### src/rtl/ttt_pkg.sv
// Shared definitions for the tic-tac-toe board writer: board geometry,
// cell encodings and the turn-sequencing FSM state encoding.
// Imported by ttt_cell_check and ttt_board_writer.
package ttt_pkg;

  localparam int CELLS = 9;   // board cells; cell i lives at board[2i+1:2i]
  localparam int POS_W = 4;   // width of a cell index

  localparam logic [1:0] CELL_EMPTY    = 2'b00;
  localparam logic [1:0] CELL_PLAYER   = 2'b01;
  localparam logic [1:0] CELL_COMPUTER = 2'b10;

  typedef enum logic [1:0] {
    P_TURN = 2'd0,
    C_TURN = 2'd1,
    DONE   = 2'd2
  } state_t;

endpackage

### src/rtl/ttt_cell_check.sv
// Purpose : decides whether the move of the side to play is legal and
//           produces a one-hot write enable for the target cell.
// Latency : combinational.  Backpressure: none.
// Ports   : board (packed cells), player_pos / computer_pos (requested
//           indices), turn (0 = player, 1 = computer) selects which index is
//           examined; legal and we (one-hot, all zero when illegal) out.
module ttt_cell_check
  import ttt_pkg::*;
(
  input  logic [2*CELLS-1:0] board,
  input  logic [POS_W-1:0]   player_pos,
  input  logic [POS_W-1:0]   computer_pos,
  input  logic               turn,
  output logic               legal,
  output logic [CELLS-1:0]   we
);

  logic [POS_W-1:0] pos;

  always_comb begin
    pos   = turn ? computer_pos : player_pos;
    legal = 1'b0;
    we    = '0;
    // Indices beyond the board never match any i, so they fall out as illegal.
    for (int i = 0; i < CELLS; i++) begin
      if (pos == POS_W'(i) && board[2*i +: 2] == CELL_EMPTY) begin
        legal = 1'b1;
        we[i] = 1'b1;
      end
    end
  end

endmodule

### src/rtl/ttt_board_writer.sv
// Purpose : holds the 3x3 board, enforces turn order, writes legal moves and
//           stops accepting moves once the game is won or the board is full.
// Latency : one cycle from request to updated board / move_ack / illegal.
// Backpressure: none; a request may be presented every cycle and is checked
//           against the board as updated by the previous edge.
// Ports   : clk, rst_n (async, active low), new_game (sync clear),
//           player_req/player_pos, computer_req/computer_pos, game_over in;
//           board, turn, move_ack, illegal, board_full, done out (all
//           registered).  Defining TTT_MOVE_COUNT_EN adds move_count[3:0]
//           and derives board_full from the move count.
module ttt_board_writer
  import ttt_pkg::*;
(
  input  logic               clk,
  input  logic               rst_n,
  input  logic               new_game,
  input  logic               player_req,
  input  logic [POS_W-1:0]   player_pos,
  input  logic               computer_req,
  input  logic [POS_W-1:0]   computer_pos,
  input  logic               game_over,
  output logic [2*CELLS-1:0] board,
  output logic               turn,
  output logic               move_ack,
  output logic               illegal,
  output logic               board_full,
  output logic               done
`ifdef TTT_MOVE_COUNT_EN
  ,output logic [3:0]        move_count
`endif
);

  state_t             state;
  logic               legal;
  logic [CELLS-1:0]   we;
  logic               req;
  logic [1:0]         code;
  logic [2*CELLS-1:0] board_next;
  logic               full_next;

  ttt_cell_check u_cell_check (
    .board        (board),
    .player_pos   (player_pos),
    .computer_pos (computer_pos),
    .turn         (state == C_TURN),
    .legal        (legal),
    .we           (we)
  );

  // Only the request of the side to move is considered; the other is ignored.
  always_comb begin
    req        = 1'b0;
    code       = CELL_PLAYER;
    board_next = board;
    full_next  = 1'b1;
    case (state)
      P_TURN:  req = player_req;
      C_TURN:  begin req = computer_req; code = CELL_COMPUTER; end
      default: req = 1'b0;
    endcase
    for (int i = 0; i < CELLS; i++) begin
      if (we[i]) board_next[2*i +: 2] = code;
      if (board_next[2*i +: 2] == CELL_EMPTY) full_next = 1'b0;
    end
`ifdef TTT_MOVE_COUNT_EN
    // Every accepted move fills exactly one empty cell, so the ninth accepted
    // move is the one that fills the board.
    full_next = (move_count == 4'd8);
`endif
  end

  always_ff @(posedge clk or negedge rst_n) begin
    if (!rst_n) begin
      state      <= P_TURN;
      board      <= '0;
      turn       <= 1'b0;
      move_ack   <= 1'b0;
      illegal    <= 1'b0;
      board_full <= 1'b0;
      done       <= 1'b0;
`ifdef TTT_MOVE_COUNT_EN
      move_count <= 4'd0;
`endif
    end else begin
      move_ack <= 1'b0;
      illegal  <= 1'b0;
      if (new_game) begin
        state      <= P_TURN;
        board      <= '0;
        turn       <= 1'b0;
        board_full <= 1'b0;
        done       <= 1'b0;
`ifdef TTT_MOVE_COUNT_EN
        move_count <= 4'd0;
`endif
      end else begin
        case (state)
          P_TURN, C_TURN: begin
            if (game_over) begin
              state <= DONE;
              done  <= 1'b1;
            end else if (req) begin
              if (legal) begin
                board      <= board_next;
                move_ack   <= 1'b1;
                board_full <= full_next;
`ifdef TTT_MOVE_COUNT_EN
                move_count <= move_count + 4'd1;
`endif
                if (full_next) begin
                  state <= DONE;
                  done  <= 1'b1;
                end else if (state == P_TURN) begin
                  state <= C_TURN;
                  turn  <= 1'b1;
                end else begin
                  state <= P_TURN;
                  turn  <= 1'b0;
                end
              end else begin
                illegal <= 1'b1;
              end
            end
          end
          default: ; // DONE: only new_game or reset leaves
        endcase
      end
    end
  end

endmodule

### config.mk
export PLATFORM = sky130hd
export DESIGN_NAME = ttt_board_writer
export DESIGN_NICKNAME = d
export VERILOG_FILES = /design/src/rtl/ttt_pkg.sv /design/src/rtl/ttt_cell_check.sv /design/src/rtl/ttt_board_writer.sv
export SDC_FILE = /design/constraint.sdc
export NUM_CORES = 1
export LEC_CHECK = 0
export CAP_MARGIN = 20
export CORE_MARGIN = 8
export CORE_UTILIZATION = 53
export CTS_CLUSTER_SIZE = 10
export DETAILED_ROUTE_END_ITERATION = 16
export MAX_ROUTING_LAYER = met4
export PLACE_DENSITY = 0.9
export SYNTH_ARGS = -nofsm -noshare
export SYNTH_HDL_FRONTEND = slang
export SYNTH_SLANG_ARGS = --single-unit
### constraint.sdc
create_clock -name clk -period 4.91 [get_ports clk]
set_clock_uncertainty 0.1 [all_clocks]
set_input_delay 0.982 -clock clk [delete_from_list [all_inputs] [get_ports clk]]
set_output_delay 0.982 -clock clk [all_outputs]
set_load 0.02 [all_outputs]
==> flow_metrics.env, run 1 <==
export IMPL_hold_violations=0
export IMPL_fmax_ghz=0.3070
export IMPL_yosys_warnings=0
export IMPL_ys_ff_latch=25
export IMPL_drt_initial_drc_count=134
export IMPL_dieArea_um2=4933
export IMPL_grt_use_met2_pct=29.78
export IMPL_stdcell_count=231
export IMPL_gp_congestion=0.9835
export IMPL_chipHeight_um=70.24
export IMPL_drv_slew=0
export IMPL_netlist_area_um2=1559
export IMPL_yosysMostFrequentCell="dfrtp_1"
export IMPL_fin_crit_sh_pct=66.34
export IMPL_yosysSeqAreaShare_pct=40.13
export IMPL_cts_root_buf="clkbuf_4"
export IMPL_placementRows=19
export IMPL_fin_crit_ns=3.257
export IMPL_worst_path_buf_inv=2
export IMPL_vias_per_cell=6.463
export IMPL_worstSetupPathType="input pin to register"
export IMPL_synthCells=166
export IMPL_synth_area_per_cell_um2=9.392
export IMPL_cts_buffers=3
export IMPL_track_usage_pct=18.55
export IMPL_route_detailed_drc=0
export IMPL_yosys_top_cells_area="dfrtp_1, nor2_1, a21oi_1"
export IMPL_io_pins=37
export IMPL_wl_mm=4.391
export IMPL_cts_sink_count=25
export IMPL_grt_pass1_vias=1529
export IMPL_clk_pin_slew_ns=0.14
export IMPL_worst_slew_pin_slew_ns=0.9497
export IMPL_ir_worst_vdd_v=0.0002421
export IMPL_drive_gt1_share_pct=9.000
export IMPL_layout_nets=215
export IMPL_synthArstFlopShare_pct=100.0
export IMPL_worstPathArrival_ns=3.40
export IMPL_synth_edf_count=0
export IMPL_post_cts_resized=0
export IMPL_postCtsSetupBuffers=0
export IMPL_crit_slowest_cell="clkdlybuf4s50_1"
export IMPL_first_pass_iters=4
export IMPL_start_util_pct=56.05
export IMPL_outcome="complete, no violations"
export IMPL_synth_top_area_cell="dfrtp_1"
export IMPL_antenna_cells=0
export IMPL_grt_start_max_net_pins=26
export IMPL_rsz0062_at_grt="no"
export IMPL_wire_per_inst_um=19.01
export IMPL_p_leak_uw=0.0007622
export IMPL_endpoint_kind="register"
export IMPL_syn_nets=180
export IMPL_cts_hold_fix_buffers=0
export IMPL_cts_buffer_depth=2
export IMPL_gr_usage_met1_pct=22.27
export IMPL_antenna_found_initial=0
export IMPL_p_per_area_nw_per_um2=192.3
export IMPL_relSlewSlack_pct=36.49
export IMPL_num_vias=1493
export IMPL_synth_flop_cell="dfrtp_1"
export IMPL_area_delta_synth_final_pct=25.52
export IMPL_portBuffers=36
export IMPL_overflow=0
export IMPL_path_cells="clkdlybuf4s50_1 > inv_1 > o31ai_2 > a222oi_1 > o221ai_2 > o21ai_2 > or4_1 > a21oi_1"
export IMPL_h_tree_depth=1
export IMPL_utilization_pct=70.36
export IMPL_die_w_um=70.24
export IMPL_start_kind="input pin"
export IMPL_clk_latency_ns=0.33
export IMPL_core_region_area_um2=2781
export IMPL_place_hpwl_mm=3.312
export IMPL_antenna_left=0
export IMPL_grt_first_pass_wirelength_mm=7.424
export IMPL_top_usage_layer="met2"
export IMPL_met3_usage_pct=3.531
export IMPL_max_stage_delay_ns=0.62
export IMPL_synth_cell_types=48
export IMPL_cts_tree="done"
export IMPL_critPathTopFamily="compound AO/OA/AOI/OAI gates"
export IMPL_critical_path_required_ns=5.05
export IMPL_dp_cells=226
export IMPL_hold_class="register to register"
export IMPL_synth_commonest_cells="dfrtp_1, nor2_1, a21oi_1, inv_1, or4_1"
export IMPL_yosysTopAreaCellShare_pct=40.13
export IMPL_maxCapViolations=0
export IMPL_fin_tns_setup_ns=0
export IMPL_setup_viol=0
export IMPL_crit_fanout=13
[where the power goes]
group          internal, µW  switching (µW)  total, µW
Clock                  30.6            62.4       93.0
Combinational          30.5            39.4       69.9
Sequential              209            4.86        213
[registers in the layout (all words and copies together), names as in the netlist]
name,count
board,18
turn,1
board_full,1
state,2
illegal,1
done,1
move_ack,1
[path summary, 6_finish.rpt]
| path | start | to | slack, ns | cells past startpoint |
|---|---|---|---|---|
| setup / recovery | player_pos[0] | board[6] | 1.65 | 8 |
| hold / removal | board_full | board_full | 0.45 | 2 |
| setup reg to reg | state[0] | state[0] | 2.18 | 7 |
| hold reg to reg | board_full | board_full | 0.45 | 2 |
| max in group asynchronous | rst_n | state[1] | 3.42 | 2 |
| min in group asynchronous | rst_n | board[12] | 0.84 | 1 |
[kinds of logic after synthesis]
family,share of synthesized area (%)
muxes,2.809
buffers and inverters,7.704
AOI/OAI and AO/OA,22.31
and+or+nand+nor,27.05
DFF,40.13
[through the flow]
stage | total power [µW] | instance area, µm² | setup WS, ns | hold slack (ns)
finish | 376.3 | 1957 | 1.653 | 0.4500
floorplan | 255.6 | 1559 | 2.285 | 0.5117
CTS | 378.8 | 1929 | 1.707 | 0.4585
global placement | 282.9 | 1902 | 1.334 | 0.4143
global route | 395.7 | 1957 | 1.533 | 0.4825
detailed placement | 283.6 | 1902 | 1.348 | 0.4270
[placed cells by master, fill, tap and decap left out, drive strengths merged, types with 2 or more instances in the layout]
master,instances
o21ai,6
dfrtp,25
a31o,2
clkbuf,3
nand2,7
nand4,2
a41oi,2
or4,10
nand3,4
clkdlybuf4s50,36
mux2i,2
a31oi,7
nand4b,3
a21oi,17
nor2b,2
o31ai,3
nor2,25
and4bb,3
nand2b,2
inv,17
[tightest hold or removal path: stages, from the launching register on]
cell and delay, ns:
dfrtp_1 0.40, nand2_1 0.06, a21oi_1 0.07
[layer usage]
| metal | share of wire, % | vias to the layer above |
|---|---|---|
| met5 | 0 | - |
| met2 | 49 | 65 |
| met3 | 6.4 | 9 |
| met1 | 42 | 731 |
| li1 | - | 688 |
| met4 | 1.7 | 0 |
[cell type report]
class                      count  area, µm²
clock buffer                   3      22.52
clock inverter                 1      5.005
fill                         227      824.5
inverter                      17      63.81
multi-input combinational    117      813.3
sequential                    25      625.6
tap                           31      38.79
timing repair buffer          37      387.9
(Power assumes the default switching activity.)
==> run 2: changes to the inputs <==
--- a/config.mk
+++ b/config.mk
@@ -7,11 +7,11 @@
 export LEC_CHECK = 0
 export CAP_MARGIN = 20
 export CORE_MARGIN = 8
-export CORE_UTILIZATION = 53
+export CORE_UTILIZATION = 45
 export CTS_CLUSTER_SIZE = 10
 export DETAILED_ROUTE_END_ITERATION = 16
 export MAX_ROUTING_LAYER = met4
-export PLACE_DENSITY = 0.9
+export PLACE_DENSITY = 0.82
 export SYNTH_ARGS = -nofsm -noshare
 export SYNTH_HDL_FRONTEND = slang
 export SYNTH_SLANG_ARGS = --single-unit
==> constraint.sdc (replaced) <==
create_clock -name clk -period 2.88 [get_ports clk]
set_clock_uncertainty 0.1 [all_clocks]
set_input_delay 0.576 -clock clk [delete_from_list [all_inputs] [get_ports clk]]
set_output_delay 0.576 -clock clk [all_outputs]
set_load 0.02 [all_outputs]
==> flow_metrics.env, run 2 (synthesized netlist as in run 1, its figures left out) <==
export IMPL_largest_registers="board (18), state (2)"
export IMPL_cts_hold_fix_buffers=0
export IMPL_overflow=0
export IMPL_antenna_found_initial=0
export IMPL_route_detailed_drc=0
export IMPL_stdcell_area_um2=2127
export IMPL_regToRegEndpoint="turn"
export IMPL_regArea_um2=625.6
export IMPL_ir_worst_vdd_v=0.0002381
export IMPL_worst_slack_ns=0.1953
export IMPL_first_pass_iters=5
export IMPL_final_common_cell="clkdlybuf4s50_1"
export IMPL_antenna_cells=0
export IMPL_track_usage_pct=16.79
export IMPL_antenna_left=0
export IMPL_placementRows=21
export IMPL_crit_fanout=5
export IMPL_relSlewSlack_pct=40.61
export IMPL_clk_pin_slew_ns=0.13
export IMPL_r2r_cells=7
export IMPL_utilization_pct=63.74
export IMPL_gp_congestion=0.9801
export IMPL_cts_root_buf="clkbuf_4"
export IMPL_dieArea_um2=5604
export IMPL_r2r_start="state[0]"
export IMPL_crit_path_start="computer_pos[0]"
export IMPL_num_vias=1539
export IMPL_multi_input_area_um2=813.3
export IMPL_fin_tns_setup_ns=0
export IMPL_p_leak_uw=0.0008609
export IMPL_hold_class="register to register"
export IMPL_place_area_um2=2101
export IMPL_post_cts_resized=0
export IMPL_cts_buffers=3
export IMPL_cts_buffer_depth=2
export IMPL_clk_latency_ns=0.31
export IMPL_endpoint="done"
export IMPL_preCtsSetupSlack_ns=-0.08075
export IMPL_layout_nets=238
export IMPL_fin_crit_ns=2.685
export IMPL_fmax_ghz=0.3725
export IMPL_nFillCells=288
export IMPL_largest_reg_flops=18
export IMPL_grt_start_max_net_pins=26
export IMPL_fin_crit_sh_pct=93.22
export IMPL_cts_tree="done"
export IMPL_wl_mm=4.377
export IMPL_critical_path_required_ns=3.01
export IMPL_rsz0062_at_grt="no"
export IMPL_worst_slew_pin_slew_ns=0.8881
export IMPL_io_pins=37
export IMPL_maxCapViolations=0
export IMPL_portBuffers=36
export IMPL_postCtsSetupBuffers=0
export IMPL_start_kind="input pin"
export IMPL_p_per_area_nw_per_um2=307.6
export IMPL_grt_first_pass_wirelength_mm=7.224
export IMPL_endpoint_kind="register"
export IMPL_worstPathArrival_ns=2.81
export IMPL_drive_gt1_share_pct=17.94
export IMPL_rrSetupSlack_ns=0.20
export IMPL_die_w_um=74.86
export IMPL_area_delta_synth_final_pct=36.44
export IMPL_drv_slew=0
export IMPL_setup_viol=0
export IMPL_outcome="complete, no violations"
export IMPL_worstSetupPathType="input pin to register"
export IMPL_vias_per_cell=5.721
export IMPL_final_cell_mix="clkdlybuf4s50_1, dfrtp_1, nor2_1, buf_4"
export IMPL_h_tree_depth=1
export IMPL_hold_violations=0
export IMPL_top_register="board"
export IMPL_grt_pass1_vias=1517
export IMPL_chipHeight_um=74.86
export IMPL_core_region_area_um2=3337
export IMPL_cts_sink_count=25
export IMPL_place_hpwl_mm=3.399
export IMPL_drt_initial_drc_count=90
export IMPL_wire_per_inst_um=16.27
export IMPL_start_util_pct=46.72
## run 2: layout make-up
type,instances,share of cell area [%]
Clock buffer,4,1.235
Sequential cell,25,29.41
Tap cell,46,2.706
Timing Repair Buffer,60,25.41
Inverter,17,3.000
Multi-Input combinational cell,117,38.24
## run 2: power by group
part / leakage [µW] / total, µW / internal [µW] / switching [µW]
Sequential: 0.000346 / 362 / 355 / 6.75
Clock: 0.0000150 / 153 / 54.1 / 98.9
Combinational: 0.000500 / 139 / 67.5 / 71.6
Total: 0.000861 / 654 / 477 / 177
## run 2: through the flow
stage | power, µW | std cells | hold WS [ns]
after floorplan | 435.7 | 166 | 0.1804
after global placement | 506.6 | 265 | 0.4128
after detailed placement | 506.9 | 265 | 0.4200
after CTS | 659.0 | 269 | 0.4445
after global routing | 685.5 | 269 | 0.4613
final | 654.3 | 269 | 0.4423
## run 2: worst min-delay path by stage
stage	slack [ns]	cells past startpoint	end	start
final	0.44	2	board_full	board_full
after global routing	0.46	2	board_full	board_full
after CTS	0.44	2	board_full	board_full
after detailed placement	0.42	2	board_full	board_full
after global placement	0.41	2	board[14]	board[14]
after floorplan	0.18	0	board[0]	rst_n
## run 2: layer usage
layer | vias to the layer above | wire length [µm] | track usage, %
met4 | 0 | 63 | 5.217
met1 | 744 | 1999 | 22.13
met3 | 6 | 274 | 1.997
met2 | 56 | 2040 | 26.10
li1 | 733 | - | -
met5 | - | 0 | -
## run 2: worst max-delay path, stage by stage
cell,delay (ns)
clkdlybuf4s50_1,0.46
buf_4,0.16
nor2_1,0.25
mux2i_4,0.15
a22oi_1,0.23
nand3_1,0.16
nor4_2,0.34
buf_4,0.18
nand3_1,0.10
a221oi_2,0.21
==> run 3: changes to the inputs <==
--- a/config.mk
+++ b/config.mk
@@ -5,6 +5,7 @@
 export SDC_FILE = /design/constraint.sdc
 export NUM_CORES = 1
 export LEC_CHECK = 0
+export ABC_CLOCK_PERIOD_IN_PS = 2880
 export CAP_MARGIN = 20
 export CORE_MARGIN = 8
 export CORE_UTILIZATION = 45
==> results of run 3 <==
Same layout as run 2: the final DEF is identical, and so are final timing and power.
